$ cat config.mk
export PLATFORM = sky130hd
export DESIGN_NAME = crc_frame_serializer
export DESIGN_NICKNAME = d
export VERILOG_FILES = /design/src/rtl/crc_frame_serializer.sv
export SDC_FILE = /design/constraint.sdc
export NUM_CORES = 1
export LEC_CHECK = 0
export CORE_MARGIN = 2
export CORE_UTILIZATION = 51
export DETAILED_ROUTE_END_ITERATION = 6
export GPL_TIMING_DRIVEN = 0
export PLACE_DENSITY = 0.83
export RECOVER_POWER = 25
export SKIP_CTS_REPAIR_TIMING = 1
export SLEW_MARGIN = 20
export SYNTH_ARGS = -nofsm -noshare
export SYNTH_HDL_FRONTEND = slang
export SYNTH_SLANG_ARGS = --single-unit
$ cat constraint.sdc
create_clock -name clk -period 2.3 [get_ports clk]
set_input_delay 0.46 -clock clk [delete_from_list [all_inputs] [get_ports clk]]
set_output_delay 0.46 -clock clk [all_outputs]
set_load 0.005 [all_outputs]
$ cat src/rtl/crc_frame_serializer.sv
// crc_frame_serializer: serializes parallel frame words onto a valid/ready bit
// stream, feeds each accepted bit to an external bit-serial CRC generator, and
// appends the generator's CRC (MSB first) at the end of every frame.
module crc_frame_serializer #(
    parameter int unsigned DATA_W    = 8,
    parameter int unsigned CRC_W     = 8,
    parameter int unsigned MSB_FIRST = 1
) (
    input  logic              clk,
    input  logic              reset,
    input  logic              in_valid,
    input  logic [DATA_W-1:0] in_data,
    input  logic              in_last,
    output logic              in_ready,
    output logic              tx_valid,
    output logic              tx_bit,
    output logic              tx_last,
    input  logic              tx_ready,
    output logic              crc_clear,
    output logic              crc_data_valid,
    output logic              crc_data_bit,
    input  logic [CRC_W-1:0]  crc_in
);

    localparam int unsigned SR_W  = (DATA_W > CRC_W) ? DATA_W : CRC_W;
    localparam int unsigned CNT_W = (SR_W > 1) ? $clog2(SR_W) : 1;
    localparam logic [CNT_W-1:0] DATA_LAST = CNT_W'(DATA_W - 1);
    localparam logic [CNT_W-1:0] CRC_LAST  = CNT_W'(CRC_W - 1);

    typedef enum logic [1:0] {
        IDLE,
        SHIFT,
        WAIT_CRC,
        CRC_OUT
    } state_t;

    state_t            state_q, state_d;
    logic [SR_W-1:0]   sr_q, sr_d;
    logic [CNT_W-1:0]  cnt_q, cnt_d;
    logic              last_q, last_d;
    logic              first_q, first_d;

    logic              data_bit;
    logic [SR_W-1:0]   sr_data_shift;

    // Data bit selection and shift direction follow the configured word bit order
    always_comb begin
        if (MSB_FIRST != 0) begin
            data_bit      = sr_q[DATA_W-1];
            sr_data_shift = sr_q << 1;
        end else begin
            data_bit      = sr_q[0];
            sr_data_shift = sr_q >> 1;
        end
    end

    // Next-state and output decode; every output is forced low while reset is high
    always_comb begin
        state_d        = state_q;
        sr_d           = sr_q;
        cnt_d          = cnt_q;
        last_d         = last_q;
        first_d        = first_q;
        in_ready       = 1'b0;
        tx_valid       = 1'b0;
        tx_bit         = 1'b0;
        tx_last        = 1'b0;
        crc_clear      = 1'b0;
        crc_data_valid = 1'b0;

        if (!reset) begin
            case (state_q)
                IDLE: begin
                    in_ready = 1'b1;
                    if (in_valid) begin
                        crc_clear = first_q;
                        first_d   = 1'b0;
                        sr_d      = SR_W'(in_data);
                        last_d    = in_last;
                        cnt_d     = '0;
                        state_d   = SHIFT;
                    end
                end

                SHIFT: begin
                    tx_valid       = 1'b1;
                    tx_bit         = data_bit;
                    crc_data_valid = tx_ready;
                    if (tx_ready) begin
                        sr_d  = sr_data_shift;
                        cnt_d = cnt_q + 1'b1;
                        if (cnt_q == DATA_LAST) begin
                            if (last_q) begin
                                state_d = WAIT_CRC;
                            end else begin
                                // Refill window: accept the next word on the same
                                // edge the last bit leaves, so the stream has no gap.
                                in_ready = 1'b1;
                                if (in_valid) begin
                                    sr_d   = SR_W'(in_data);
                                    last_d = in_last;
                                    cnt_d  = '0;
                                end else begin
                                    state_d = IDLE;
                                end
                            end
                        end
                    end
                end

                WAIT_CRC: begin
                    // Generator registered the final data bit on the previous edge.
                    sr_d    = SR_W'(crc_in);
                    cnt_d   = '0;
                    state_d = CRC_OUT;
                end

                CRC_OUT: begin
                    tx_valid = 1'b1;
                    tx_bit   = sr_q[CRC_W-1];
                    tx_last  = (cnt_q == CRC_LAST);
                    if (tx_ready) begin
                        sr_d  = sr_q << 1;
                        cnt_d = cnt_q + 1'b1;
                        if (cnt_q == CRC_LAST) begin
                            state_d = IDLE;
                            first_d = 1'b1;
                        end
                    end
                end

                default: state_d = IDLE;
            endcase
        end
    end

    // Generator always sees exactly the bit presented on the serial output
    always_comb begin
        crc_data_bit = tx_bit;
    end

    // State and datapath registers with synchronous reset
    always_ff @(posedge clk) begin
        if (reset) begin
            state_q <= IDLE;
            sr_q    <= '0;
            cnt_q   <= '0;
            last_q  <= 1'b0;
            first_q <= 1'b1;
        end else begin
            state_q <= state_d;
            sr_q    <= sr_d;
            cnt_q   <= cnt_d;
            last_q  <= last_d;
            first_q <= first_d;
        end
    end

endmodule

After elaboration in Yosys (flattened, before gate mapping):

Index checks and enable logic that the tools add are counted.

* bits in registers: 15
* bits of input ports: 21
* output and inout port bits: 7
* word-level logic and storage cells: 72

* add/sub/neg operators: 1
* equality and inequality tests: 10
* mux-type cells: 48
* reductions and logical operators: 8

Operators by type and width (number)
* 8-bit two-way mux: 6
* 8-bit case mux with 4 select lines: 1
* 1-bit two-way mux: 23
* 3-bit two-way mux: 6
* 2-bit two-way mux: 7
* 3-bit case mux with 4 select lines: 1
* 2-bit != test (second input constant): 5
* 2-bit case mux with 4 select lines: 1
* 4-bit AND reduction: 2
* 1-bit case mux with 2 select lines: 3
* 6-bit AND reduction: 1
* 2-bit == test (second input constant): 2
* 2-bit nonzero test: 2
* 3-bit by 1-bit adder with 3-bit output (second input constant): 1
* 3-bit == test (second input constant): 1
* 3-bit != test (second input constant): 1
* 3-bit AND reduction: 1
* 2-bit by 1-bit == test with 1-bit output (second input constant): 1
* 2-bit logical NOT: 1
* 2-bit OR reduction: 1

Longest topological paths before layout:

* word-level depth: 6
* depth in mapped cells: 7

Worst setup path before layout:

OpenSTA, ideal clock, no wires.

* path type: register to output
* start: reg cnt_q[0]
* end: out in_ready
* arrival time: 1.161 ns
* setup slack: 0.679 ns
* cell stages (with the launch flop): 6
* buffers on the path: 0
* cell sequence: dfxtp_1 ha_1 ha_1 nand2_1 o21a_1 nor3_1

* cells in the longest elaborated chain, start to end: 5

Ends and longest elaborated chain
* start, declared: RTL line 39 `logic [CNT_W-1:0] cnt_q, cnt_d;`
* start signal, assigned: RTL line 153 `cnt_q <= cnt_d;`
* 3-bit == test: RTL line 92 `if (cnt_q == DATA_LAST) begin`
* 1-bit two-way mux: RTL line 92
* 1-bit two-way mux: RTL line 89 `if (tx_ready) begin`
* 1-bit case mux with 2 select lines: RTL line 72 `case (state_q)`
* 1-bit two-way mux: RTL line 71 `if (!reset) begin`
* end, declared: RTL line 14 `output logic in_ready,`

Every way passes these cells.

Final worst setup path:

* start: reg state_q[0]
* end: out tx_bit

* cells in the longest elaborated chain, start to end: 4
* elaborated cells between the ends (all ways): 5
* classes of those cells: eq/ne (2); mux (2); reduce/logical (1)

Ends and longest elaborated chain
* start, declared: RTL line 37 `state_t state_q, state_d;`
* start signal, assigned: RTL line 151 `state_q <= state_d;`
* 2-bit == test / 2-bit by 1-bit == test with 1-bit output (equally long branches): RTL line 72
* 2-bit OR reduction (no line) *
* 1-bit two-way mux *: RTL line 72
* 1-bit two-way mux *: RTL line 71
* end, declared: RTL line 16 `output logic tx_bit,`

Mark *: on every way between the ends. The rest lies on a longest branch, timed or not.

==> run metrics <==
status=completed; Worst Path Required=about 1.8 ns; CTS clk-pin slew, worst paths=approximately 0.090 ns; r2r startpoint=cnt_q[1]; Vias=1,205; met3 usage=0.0545; number of global-route vias before repair=1,169; Hold Path Class=reg2reg; PD cells=between 400 and 500 nW/um2; Final Max Tran Viols=0; routed length per instance=around 17 um; flop-to-flop setup slack=~0.65 ns; Site Rows=16; CTS root buf=clkbuf_4; Total Nets Final=approximately 190; drt via density=about 6.3; clock skew=between 0.0015 and 0.002 ns; IO Pins=28; Hold Startpoint=cnt_q[0]; Port Buffer Count=27; DR iter-0 viols=42; placed cell count=between 150 and 200; cell count of the worst reg-to-reg path=6; Yosys top cell area share=0.285; Main synth FF type=dfxtp_1; global routing's busiest layer=met2; #FFs+latches synth=15; Area growth syn-to-layout=39.1%; Final setup viols=0; area post-placement=between 1000 and 1500 um2; largest net degree at the start of global routing=11; Mapped Cells=~130; Critical Path Source=state_q[0]; Netlist cell types=37; M1 GR Usage=0.310; met2 GRT Util=0.475; drt drc=0; Post-synth EDFFs=0; worst setup margin=roughly 0.048 ns; hold endpoint=cnt_q[0]; share of layout cells above drive strength 1=0.152; CTS Buf Count=3; mean area per synthesized cell=between 8 and 9 um2; die height=49.5 um; Slew headroom=0.764; Tcrit/Tclk final=0.979; critical path arrival=1.79 ns; # diodes=0; CTS tree=built; drt pass-1 iters=4; most frequent cells after synthesis=16 x nand2_1, 15 x dfxtp_1, 9 x a21oi_1, 9 x nor2_1; global route total overflow=0; crit start category=flop; Post-Syn Nets=154; global-route wire length before repair=just over 5 mm; Crit Path Class=reg2out; worst slack, placed=-0.306 ns; Routability Congestion=between 0.8 and 0.9; Final Hold Violating Endpoints=0; DIE AREA=~2400 um2; LEAKAGE=about 0.63 nW; Mapped Area=roughly 1100 um2; Total GRT Usage=0.266; Clk Latency, worst-skew pair=0.29 ns; CTS max path bufs=2; final instance area=1470 um2; Initial Utilization=0.537; area of the core=between 1500 and 2000 um2; FFs w/ async S/R, synth=0; RR Endpoint=sr_q[6]; f_max=roughly 0.44 GHz; Yosys Warn Count=0; max_cap viols=0; Worst Setup End Kind=output pin; DRT Wirelength=approximately 3.2 mm; sequential fraction of the synthesis area=0.285; Hold Path Stages=2; Post-DP HPWL=2.24 mm; synth top area cells=dfxtp_1 29%, nand2_1 5.7%, mux2i_1 4.8%, a21oi_1 4.3%, a221oi_1 4.2%; htree depth=1; initial antenna violation count=0; maximum vdd drop=392 uV; clock sinks=15; worst-path fanout max=10; Routed Antenna Nets=0; count leader, synth=nand2_1; Die X=approximately 49 um; Least-Margin Pin Slew=approximately 0.35 ns; Layout Cells excl Fill=roughly 190; Synth area leader=dfxtp_1; Period minus WS final=2.25 ns
==> cells by family after synthesis <==
kind of cell / Yosys count / share of synthesized area
buf+inv: 11 / 0.0629
simple gates: 54 / 0.281
compound gates: 44 / 0.299
fa+ha+maj: 2 / 0.0237
flops: 15 / 0.285
mux: 5 / 0.0475
==> registers in the layout (all words and copies together), names as in the netlist, named ones only <==
signal	flops
last_q	1
first_q	1
state_q	1
cnt_q	3
sr_q	8
==> power breakdown <==
| part | internal (mW) | switching, mW |
|---|---|---|
| logic | 0.104 | 0.0848 |
| registers | 0.279 | 0.0166 |
| clock network | 0.0647 | 0.0903 |
==> final cells by class <==
cell class              instances  area (um2)
well taps                      27        33.8
multi-input cells             105         712
flip-flops and latches         15         304
inverters                       1        3.75
fillers                       159         497
clock buffers                   3        22.5
repair buffers                 30         299
plain buffers                  10        85.1
clock inverters                 1        5.00
==> how the worst max path moves through the flow <==
stage / slack (ns) / to
after global routing: -0.009 / tx_bit
after floorplan: 0.68 / in_ready
after global placement: -0.30 / crc_data_valid
after detailed placement: -0.31 / crc_data_valid
final: 0.05 / tx_bit
after CTS: -0.30 / crc_data_valid
==> worst max-delay path, cell delays in order (launching register included) <==
cell and delay, ns:
dfxtp_4 0.38, buf_12 0.14, buf_8 0.10, nor2b_4 0.15, and2_4 0.15, buf_4 0.09, clkdlybuf4s50_1 0.48
==> layer usage <==
layer / up-vias / wire [um]
li1: 562 / -
met1: 573 / 1290
met2: 59 / 1650
met3: 11 / 198
met4: 0 / 77
met5: - / 0
==> stage by stage <==
| step | TNS, ns | util | hold WS, ns | power, mW |
|---|---|---|---|---|
| after CTS | -1.27 | 0.706 | 0.464 | 0.624 |
| after floorplan | 0 | - | 0.436 | 0.398 |
| after detailed placement | -1.09 | 0.692 | 0.451 | 0.474 |
| after global placement | -1.02 | 0.692 | 0.443 | 0.467 |
| after global routing | -0.0126 | 0.747 | 0.521 | 0.673 |
| final | 0 | 0.747 | 0.484 | 0.640 |
==> cells in the final DEF, fill, tap and decap left out, drive strengths merged, types with 4 or more instances in the layout <==
cell / Yosys / layout
clkdlybuf4s50: 0 / 23
nand2: 16 / 16
dfxtp: 15 / 15
a21oi: 10 / 10
buf: 9 / 10
nor2: 9 / 9
nor3: 7 / 7
o21ai: 7 / 7
clkbuf: 1 / 6
mux2i: 5 / 5
a221oi: 5 / 5
a22o: 5 / 5
dlymetal6s2s: 0 / 4
Power figures use the tool's default switching activity.
==> patch 1: new RTL, same flow settings <==
The parameter `MSB_FIRST` goes from 1 to 0.
--- a/src/rtl/crc_frame_serializer.sv
+++ b/src/rtl/crc_frame_serializer.sv
@@ -6,3 +6,3 @@
     parameter int unsigned CRC_W     = 8,
-    parameter int unsigned MSB_FIRST = 1
+    parameter int unsigned MSB_FIRST = 0
 ) (
Function: changed (a bounded check fails within 4 cycles, from zero or initial values and one cycle with reset high).
==> patch 1 against the unedited design <==
- area after synthesis is 1.2% lower
- power is 3.0% lower
- final cell count is 6.8% lower
- setup slack better by 0.074 ns
- first-iteration DRC count is 33% lower
- global-route usage is 2.5 points lower
- hold slack better by 0.0044 ns
- design area is 2.9% lower
- routed wire length is 16% lower
- non-clock buffer count is 5 lower
- sequential cell count stayed put
- highest routed layer unchanged
==> patch 1: results <==
[run_status]
status = completed

[routing]
wire_per_inst_um = 15.01
top_layer = met4
met3_length_um = 130
m1WireLength_um = 1219
avgViaCountPerCell = 5.760
firstDrtPassIters = 4
wl_met2_um = 1293
detail-route-antenna-nets = 0
initialDrtViolationCount = 28

[critical_path]
crit_path_max_fanout = 10
max_stage_delay_ns = 0.53
critical_path.top_delay_family = buffers and inverters
crit_arrival_ns = 1.72
cpMaxStageDelayCell = clkdlybuf4s50_1

[clocking]
clkTransAtPathRegs_ns = 0.10
root_buffer = clkbuf_4
htree_num_levels = 1
clk_path_buf_depth = 2
clk_latency_ns = 0.29
cts-buffers-inserted = 3

[pwr]
ir_worst_vdd_v = 0.0004141
power_leakage_nw = 0.6477

[place]
dp_hpwl_um = 1924
io_buffers = 27
preCtsSetupSlack_ns = -0.3874
gp_congestion = 0.8402

[layout]
fin_nets = 176
n_fill_cell = 160
final_layout_size_suffix_gt1_frac = 0.1579
n_antenna_cell = 0
largestRegisters = sr_q: 8 flops, cnt_q: 3 flops

[global_route]
first_global_vias = 1036
antenna_found_initial = 0
grt_start_max_net_pins = 11
track_usage = 0.2417
grt_pass1_wl_um = 4623

[logic_synthesis]
ys_types = 34
synth_area_leaders = dfxtp_1 (29%), mux2i_1 (8.7%), a22o_1 (5.9%)
yosys_warnings = 0
yosysSeqAreaShare = 0.2885
yosys-top-cells-count = dfxtp_1 (15), nand2_1 (15), a21oi_1 (12)
synth_nets = 145
ys_dominant_reg_cell = dfxtp_1
synthArstFlopShare = 0

[worst_hold_path]
hp-class = reg2reg

[sta]
fin_skew_ns = 0.003265
setup_viol = 0
worstMarginPinSlew_ns = 0.2972
patch 1: changes by cell type in the layout (fill, tap and decap cells not counted), sizes merged, moves of 3 or more:
cell,delta
mux2i,+4
nor2,-3
a221oi,-5
o2bb2ai,+6
nand2b,+5
buf,-3
a2bb2oi,-3
nor3,-5
patch 1: path summary, 6_finish.rpt:
kind	endpoint	start	cells past startpoint	slack [ns]
max	crc_data_bit	flop	5	0.12
min	cnt_q[1]	cnt_q[1]	2	0.49
max reg2reg	sr_q[4]	cnt_q[0]	7	0.73
min reg2reg	cnt_q[1]	cnt_q[1]	2	0.49
patch 1: metal layers:
| metal | GRT usage | vias to the layer above |
|---|---|---|
| li1 | - | 511 |
| met1 | 0.2998 | 478 |
| met2 | 0.4122 | 37 |
| met3 | 0.04294 | 5 |
| met4 | 0.09524 | 0 |
| met5 | 0 | - |
patch 1: power by group:
group	internal (mW)	total, mW	switching (mW)
Combinational	0.0947	0.168	0.0732
Sequential	0.279	0.295	0.0160
Clock	0.0648	0.158	0.0935
patch 1: metrics by stage:
stage               utilization  cells  total power [mW]  area [µm²]  TNS, ns
finish                   0.7326    179            0.6207        1423        0
global route             0.7326    179            0.6574        1423        0
CTS                      0.7068    180            0.6193        1373   -1.182
detailed placement       0.6927    176            0.4624        1345   -1.099
global placement         0.6927    176            0.4578        1345  -0.9869
floorplan                     -    122            0.3907        1041        0
patch 1: cell type report:
cell class,count,share of cell area
clock buffer,3,0.01583
tap,27,0.02375
clock inverter,1,0.003518
multi-input combinational,98,0.4960
sequential,15,0.2137
buffer,8,0.04661
timing repair buffer,27,0.2005
patch 1: cell families (layout without fill, tap and decap cells):
kind of cell / count (synthesis) / count (layout) / share of synthesized area
AOI/OAI and AO/OA: 42 / 42 / 0.2837
adders and majority gates: 2 / 2 / 0.02403
buffers and inverters: 9 / 39 / 0.06370
DFF: 15 / 15 / 0.2885
muxes: 11 / 11 / 0.1082
and+or+nand+nor: 43 / 43 / 0.2320
patch 1: worst min-delay path, stage by stage (launching register included):
cell and delay, ns:
dfxtp_1 0.33, nand2b_1 0.07, a21oi_1 0.05
==> patch 2: new RTL, same flow settings <==
Without the edit above. Make the reset (`reset`) asynchronous in one clocked block. Comments in the files are not updated.
--- a/src/rtl/crc_frame_serializer.sv
+++ b/src/rtl/crc_frame_serializer.sv
@@ -142,3 +142,3 @@
     // State and datapath registers with synchronous reset
-    always_ff @(posedge clk) begin
+    always_ff @(posedge clk or posedge reset) begin
         if (reset) begin
Check against the original RTL: no difference found for any inputs over 10 cycles, from zero or initial values and one cycle with reset high; that may be too few to reach the edited logic, so the function may still have changed.
==> patch 2 against the unedited design <==
- routed wire length increased by 2.7%
- utilization increased by 6.3 points
- sequential cell count unchanged
- sequential share of layout area increased by 2.8 points
- clock skew increased by 0.0045 ns
- count of clock-buffer cells in the layout increased by 1
- area after synthesis increased by 3.6%
- hold slack got worse by 0.21 ns
- setup slack improved by 0.0090 ns
- design area increased by 9.6%
- die area increased by 3.3%
- critical endpoint unchanged
- highest routed layer unchanged
Power is not compared: it rests on default switching activity, and its combinational part moved more than twofold at a synthesized area within 25%.
==> patch 2: results <==
[worst_hold_path]
hp-class = in2async

[critical_path]
max_stage_delay_ns = 0.44
crit_path_max_fanout = 6
reg2reg_slack_ns = 0.29
cpMaxStageDelayCell = dfrtp_1
reg2reg_depth = 8

[layout]
fin_cells = 195
clockBufferCount = 4
final_layout_size_suffix_gt1_frac = 0.2202
design_area_um2 = 1605
seq_share = 0.2354
n_fill_cell = 114
buffer_area_frac = 0.2751
multi_input_comb_cells = 94

[run_status]
status = completed

[sta]
fin_skew_ns = 0.006505
fin_hold_ws_ns = 0.2728
worstMarginPinSlew_ns = 0.5927

[routing]
initialDrtViolationCount = 59
firstDrtPassIters = 5
avgViaCountPerCell = 6.138
wire_per_inst_um = 16.92

[global_route]
track_usage = 0.2398
grt_start_max_net_pins = 25
first_global_vias = 1029
grt_pass1_wl_um = 4567

[logic_synthesis]
synth_area_per_cell_um2 = 8.728
synth-seq-cells = 15
synth_area_leaders = dfrtp_1 (32%), ha_1 (8.0%), o21ai_0 (6.0%)
yosysSeqAreaShare = 0.3452
synthArstFlopShare = 1.000
synth.area.mux_share = 0.01835
ys_dominant_reg_cell = dfrtp_1
ys_types = 35
synth_nets = 153

[place]
dp_cells = 179
dpl_cell_area_um2 = 1395
preCtsSetupSlack_ns = -0.8928
gp_congestion = 0.8312
[patch 2: layer usage]
layer	up-vias	share of wire	track usage
met4	0	0.031	0.1204
met1	553	0.38	0.3061
li1	542	-	-
met5	-	0	0
met3	13	0.10	0.02679
met2	89	0.49	0.3991
[patch 2: how the worst max path moves through the flow]
| stage | start | depth (start not counted) | slack [ns] | end |
|---|---|---|---|---|
| 3_5_place_dp | reset | 5 | -0.89 | in_ready |
| 5_1_grt | flop | 10 | 0.0007 | tx_bit |
| 6_report | flop | 10 | 0.06 | tx_bit |
| 2_1_floorplan | reset | 3 | 0.28 | in_ready |
| 3_3_place_gp | reset | 5 | -0.89 | in_ready |
| 4_1_cts | reset | 5 | -0.90 | in_ready |
[patch 2: kinds of logic (layout without fill, tap and decap cells)]
kind of cell,count (synthesis),in the layout
multiplexers,2,2
buffers and inverters,16,59
flip-flops,15,15
AO/OA/AOI/OAI,46,46
AND/OR/NAND/NOR,39,39
adder cells (fa/ha/maj),7,7
